==> config.mk <==
export PLATFORM = sky130hd
export DESIGN_NAME = bit_serializer
export DESIGN_NICKNAME = d
export VERILOG_FILES = /design/src/rtl/bit_serializer.sv
export SDC_FILE = /design/constraint.sdc
export NUM_CORES = 1
export LEC_CHECK = 0
export ABC_AREA = 0
export CORE_MARGIN = 5
export CORE_UTILIZATION = 50
export DETAILED_ROUTE_END_ITERATION = 7
export PLACE_DENSITY_LB_ADDON = 0.25
export SKIP_CTS_REPAIR_TIMING = 1
export SYNTH_ARGS = -nofsm -noshare
export SYNTH_HDL_FRONTEND = slang
export SYNTH_SLANG_ARGS = --single-unit
==> constraint.sdc <==
create_clock -name clk -period 2.3 [get_ports clk]
set_input_delay 0.69 -clock clk [delete_from_list [all_inputs] [get_ports clk]]
set_output_delay 0.69 -clock clk [all_outputs]
set_load 0.01 [all_outputs]
==> src/rtl/bit_serializer.sv <==
// MSB-first word serializer with a one-word holding buffer, feeding the 11001 sequence detector.
// Each bit is held for DIV clocks; a buffered or coincident start continues with zero gap.
module bit_serializer #(
  parameter int unsigned WIDTH = 8,
  parameter int unsigned DIV   = 1
) (
  input  logic             clk,
  input  logic             reset,
  input  logic             start,
  input  logic [WIDTH-1:0] data_in,
  output logic             x,
  output logic             bit_valid,
  output logic             busy,
  output logic             ready,
  output logic             done,
  output logic             ovf
);

  localparam int unsigned CntW = (WIDTH > 1) ? $clog2(WIDTH) : 1;

  typedef enum logic [0:0] {StIdle, StShift} state_e;

  state_e           state_q, state_d;
  logic [WIDTH-1:0] sr_q, sr_d;
  logic [WIDTH-1:0] buf_q, buf_d;
  logic             full_q, full_d;
  logic [CntW-1:0]  bit_cnt_q, bit_cnt_d;
  logic [7:0]       div_cnt_q, div_cnt_d;
  logic             done_q, done_d;
  logic             ovf_q, ovf_d;
  logic             bit_end, last_clk;

  assign bit_end  = (div_cnt_q == 8'(DIV - 1));
  assign last_clk = bit_end && (bit_cnt_q == CntW'(WIDTH - 1));

  always_comb begin
    state_d   = state_q;
    sr_d      = sr_q;
    buf_d     = buf_q;
    full_d    = full_q;
    bit_cnt_d = bit_cnt_q;
    div_cnt_d = div_cnt_q;
    done_d    = 1'b0;
    // A start can only be rejected while a word is already waiting in the buffer.
    ovf_d     = start && full_q;

    unique case (state_q)
      StIdle: begin
        if (start) begin
          sr_d      = data_in;
          state_d   = StShift;
          bit_cnt_d = '0;
          div_cnt_d = '0;
        end
      end
      StShift: begin
        if (start && !full_q && !last_clk) begin
          buf_d  = data_in;
          full_d = 1'b1;
        end
        if (bit_end) begin
          div_cnt_d = '0;
          if (last_clk) begin
            bit_cnt_d = '0;
            if (full_q) begin
              sr_d   = buf_q;
              full_d = 1'b0;
            end else if (start) begin
              sr_d = data_in;
            end else begin
              // Clearing the shift register keeps x low for the whole idle period.
              sr_d    = '0;
              state_d = StIdle;
              done_d  = 1'b1;
            end
          end else begin
            bit_cnt_d = bit_cnt_q + 1'b1;
            sr_d      = {sr_q[WIDTH-2:0], 1'b0};
          end
        end else begin
          div_cnt_d = div_cnt_q + 1'b1;
        end
      end
      default: state_d = StIdle;
    endcase
  end

  always_ff @(posedge clk or negedge reset) begin
    if (!reset) begin
      state_q   <= StIdle;
      sr_q      <= '0;
      buf_q     <= '0;
      full_q    <= 1'b0;
      bit_cnt_q <= '0;
      div_cnt_q <= '0;
      done_q    <= 1'b0;
      ovf_q     <= 1'b0;
    end else begin
      state_q   <= state_d;
      sr_q      <= sr_d;
      buf_q     <= buf_d;
      full_q    <= full_d;
      bit_cnt_q <= bit_cnt_d;
      div_cnt_q <= div_cnt_d;
      done_q    <= done_d;
      ovf_q     <= ovf_d;
    end
  end

  assign x         = sr_q[WIDTH-1];
  assign busy      = (state_q == StShift);
  assign bit_valid = (state_q == StShift);
  assign ready     = ~full_q;
  assign done      = done_q;
  assign ovf       = ovf_q;

endmodule
## After elaboration in Yosys (flattened, before gate mapping)

Cells that the tools add are included.

- Register bits after elaboration: 31
- Input bits: 11
- Output and inout bits: 6
- Logic and storage cells: 51

- Add/subtract/negate cells: 2
- Mux-type cells: 27
- Bitwise gates (word level): 2
- Reduce and logical (&&, ||, !) cells: 9
- Equal/unequal tests: 3

Operator list:

| cell | number |
|---|---|
| $mux 8 | 7 |
| $pmux 8 s2 | 2 |
| $mux 1 | 13 |
| $mux 3 | 3 |
| $add 8x1->8 const B | 1 |
| $logic_not 8->1 | 1 |
| $pmux 3 s2 | 1 |
| $logic_and 1x1->1 | 4 |
| $reduce_and 2->1 | 2 |
| $add 3x1->3 const B | 1 |
| $eq 3x3->1 const B | 1 |
| $logic_not 1->1 | 2 |
| $ne 2x1->1 const B | 1 |
| $ne 2x2->1 const B | 1 |
| $not 1->1 | 2 |
| $pmux 1 s2 | 1 |

## Depth between registers and ports, before layout

- Word-level depth: 8
- Depth in mapped cells: 7
- Gate-level depth less buffers: 6

## Least setup slack after synthesis

No wires, ideal clock.

- Path kind: register -> register
- From: register bit_cnt_q[0]
- To: register buf_q[0]
- Clock period less this slack: 1,994 ps
- Required time: 2,175 ps
- Data arrival time: 1,869 ps
- Setup slack: 306 ps
- Stages on the path, launching flop included: 8
- Library setup time: 125 ps
- Cells stage by stage: dfrtp_1 ha_1 ha_1 buf_1 and3_1 buf_4 nor3_4 mux2_2

- Cells in the longest elaborated chain, start to end: 5

RTL lines:

| element | RTL line | RTL |
|---|---|---|
| start: declaration | 27 | `logic [CntW-1:0] bit_cnt_q, bit_cnt_d;` |
| start signal: assignment | 103 | `bit_cnt_q <= bit_cnt_d;` |
| $eq 3x3->1 | 34 | `assign last_clk = bit_end && (bit_cnt_q == CntW'(WIDTH - 1));` |
| $logic_and 1x1->1 | 34 |  |
| $logic_not 1->1 | 57 | `if (start && !full_q && !last_clk) begin` |
| $logic_and 1x1->1 | 57 |  |
| $reduce_and 2->1 (no source line) | -- |  |
| end signal: assignment | 101 | `buf_q <= buf_d;` |
| end: declaration | 25 | `logic [WIDTH-1:0] buf_q, buf_d;` |

Every way passes these cells.
A chain may end at the register's enable or synchronous reset.

## Final worst setup path

- From: register full_q
- To: output ready

- Cells in the longest elaborated chain, start to end: 1

RTL lines:

| element | RTL line | RTL |
|---|---|---|
| start: declaration | 26 | `logic full_q, full_d;` |
| start signal: assignment | 102 | `full_q <= full_d;` |
| $not 1->1 | 113 | `assign ready = ~full_q;` |
| end: declaration | 14 | `output logic ready,` |

Every way passes these cells.

==> metrics.txt <==
CTS H-tree lvls 2; outcome finished clean; CP arrival 1.44 ns; vias in the first global route about 1200; total grt overflow 0; die width roughly 66 microns; final worst slack 0.175 ns; clock tree buffer depth 2; min cycle time layout 2.13 ns; first-pass GRT wire length between 5000 and 6000 microns; Row Count 20; Post-synth EDFFs 0; DP Wirelength roughly 2400 microns; Clock Sinks 31; core footprint slightly above 3000 sq um; Seq pwr share 0.414; fill count 264; f_max 471 MHz; Starting Density 0.518; drt wl/cell approximately 15 microns; Mapped Nets approximately 160; placed cell area about 1800 sq um; Initial DRT Pass Iterations 4; Int Pwr 1.41 mW; FFs w/ async S/R, synth 1.00; Comb pwr share 0.377; Crit Path Category reg -> out; Synth Area per Inst about 11 sq um; final hold viol count 0; die area between 4000 and 5000 sq um; clk_lat worst skew 0.33 ns; FF+latch area about 780 sq um; Non-Filler Instances approximately 220; register bit total from synthesis 31; VDD IR max roughly 0.00055 V; endpoints failing setup 0; final period utilization 0.924; Leak Pwr between 0.8 and 0.9 nW; gpl congestion about 0.83; I/O pins 17; switching share of power 0.342; register area share after synthesis 0.494; Synth Instances between 100 and 150; worst hold path class reg -> reg; max-slew violation count 0; clock tree from TritonCTS yes; vias per cell 5.58; IO Port Bufs 16; worst-path fanout max 6; initial antenna violation count 0; Power Density 1120 nW/um^2; 1st-iter DRT viols 66; RSZ-0062 raised after global routing no; DR vias about 1200; multi-input combinational cell area between 700 and 800 sq um; library cells used by synthesis 36; Max-Cap Viols 0; WP data required ~1.6 ns; switching pwr between 0.7 and 0.8 mW; Die Ht approximately 66 microns; overall track demand over capacity in global routing 0.175; clock share of power 0.209; Root Buffer clkbuf_4; DRC 0; synthesized cell area between 1500 and 2000 sq um; measured slew at the worst slew-check pin ~0.65 ns; Inserted Diodes 0; CP endpoint kind primary output; Area growth syn-to-layout 21.7%; clock-pin slew on the worst setup and hold paths roughly 0.1 ns; clk_skew between 0.007 and 0.008 ns; fin area about 1900 sq um; Post-Route WL around 3200 microns; antenna-violating nets left 0; relative slew slack 0.564; setup TNS 0 ns; ys flop type dfrtp_1; startpoint types flip-flop; Ys Warns 0; largest net degree at the start of global routing 32; pre-CTS setup slack about 0.15 ns; share of cells above drive strength 1 0.185; dpl cells ~210; layout net count 187; cts bufs inserted 5
==> cell usage after synthesis (all sizes together) (5+ instances only) <==
| cell type | number | area share |
|---|---|---|
| inv | 5 | 0.012 |
| dfrtp | 31 | 0.49 |
| o21ai | 11 | 0.037 |
| mux2 | 10 | 0.072 |
| nor2 | 11 | 0.026 |
| nand2 | 17 | 0.041 |
| a22o | 6 | 0.033 |
| nor2b | 7 | 0.028 |
| a31oi | 5 | 0.020 |
==> area by class of cell <==
cell class                 instances  area share
timing repair buffer              23       0.118
clock inverter                     2      0.0183
clock buffer                       6      0.0269
multi-input combinational        106       0.392
inverter                           5     0.00983
tap                               44      0.0288
sequential                        31       0.406
==> metrics by stage <==
stage                util  power, mW  hold WS, ns
floorplan               -       1.48        0.394
global placement    0.602       1.67        0.477
detailed placement  0.602       1.72        0.481
CTS                 0.631       2.17        0.504
global route        0.631       2.33        0.521
finish              0.631       2.15        0.501
==> final timing paths <==
kind,start,end,slack [ns],cells after the start
max in group asynchronous,reset,bit_cnt_q[2]$_DFFE_PN0P_,1.28,2
max,full_q$_DFFE_PN0P_,ready,0.17,2
min in group asynchronous,reset,sr_q[7]$_DFFE_PN0P_,0.73,2
min,sr_q[6]$_DFFE_PN0P_,sr_q[6]$_DFFE_PN0P_,0.50,2
min reg2reg,sr_q[6]$_DFFE_PN0P_,sr_q[6]$_DFFE_PN0P_,0.50,2
max reg2reg,div_cnt_q[0]$_DFFE_PN0P_,buf_q[2]$_DFFE_PN0P_,0.23,7
==> power groups by stage <==
stage | Clock [mW] | Sequential (mW) | Combinational (mW)
floorplan | 0 | 0.863 | 0.614
global placement | 0 | 0.888 | 0.783
finish | 0.448 | 0.889 | 0.810
global route | 0.488 | 0.918 | 0.922
detailed placement | 0 | 0.902 | 0.819
CTS | 0.457 | 0.889 | 0.822
==> state kept, by name, summed over array words and instances, names as in the netlist <==
register / count
bit_cnt_q: 3
bit_valid: 1
buf_q: 8
div_cnt_q: 8
done: 1
full_q: 1
ovf: 1
sr_q: 8
==> layout by cell type, fill, tap and decap left out, drive strengths merged, types with 5 or more instances in the layout <==
cell and instances:
clkdlybuf4s50 16, a22o 6, nor2b 7, buf 7, mux2 10, dfrtp 31, a31oi 5, nor2 11
o21ai 11, inv 5, clkbuf 6, nand2 17
==> critical path: stages (launching register included) <==
cell,delay (ns)
dfrtp_1,0.47
inv_1,0.10
clkdlybuf4s50_1,0.53
==> kinds of logic after synthesis <==
| group | Yosys count | synth area share |
|---|---|---|
| buffers and inverters | 9 | 0.0287 |
| AOI/OAI and AO/OA | 35 | 0.154 |
| DFF | 31 | 0.494 |
| and+or+nand+nor | 54 | 0.202 |
| xor gates and xnor gates | 2 | 0.0112 |
| muxes | 11 | 0.0782 |
| adders and majority gates | 4 | 0.0319 |
==> layer usage <==
layer	vias up	track usage	routed length, microns
li1	589	-	-
met1	600	0.204	1380
met2	16	0.297	1650
met3	5	0.0680	135
met4	0	0.0533	47
met5	-	0	0
Power figures use the tool's default switching activity.
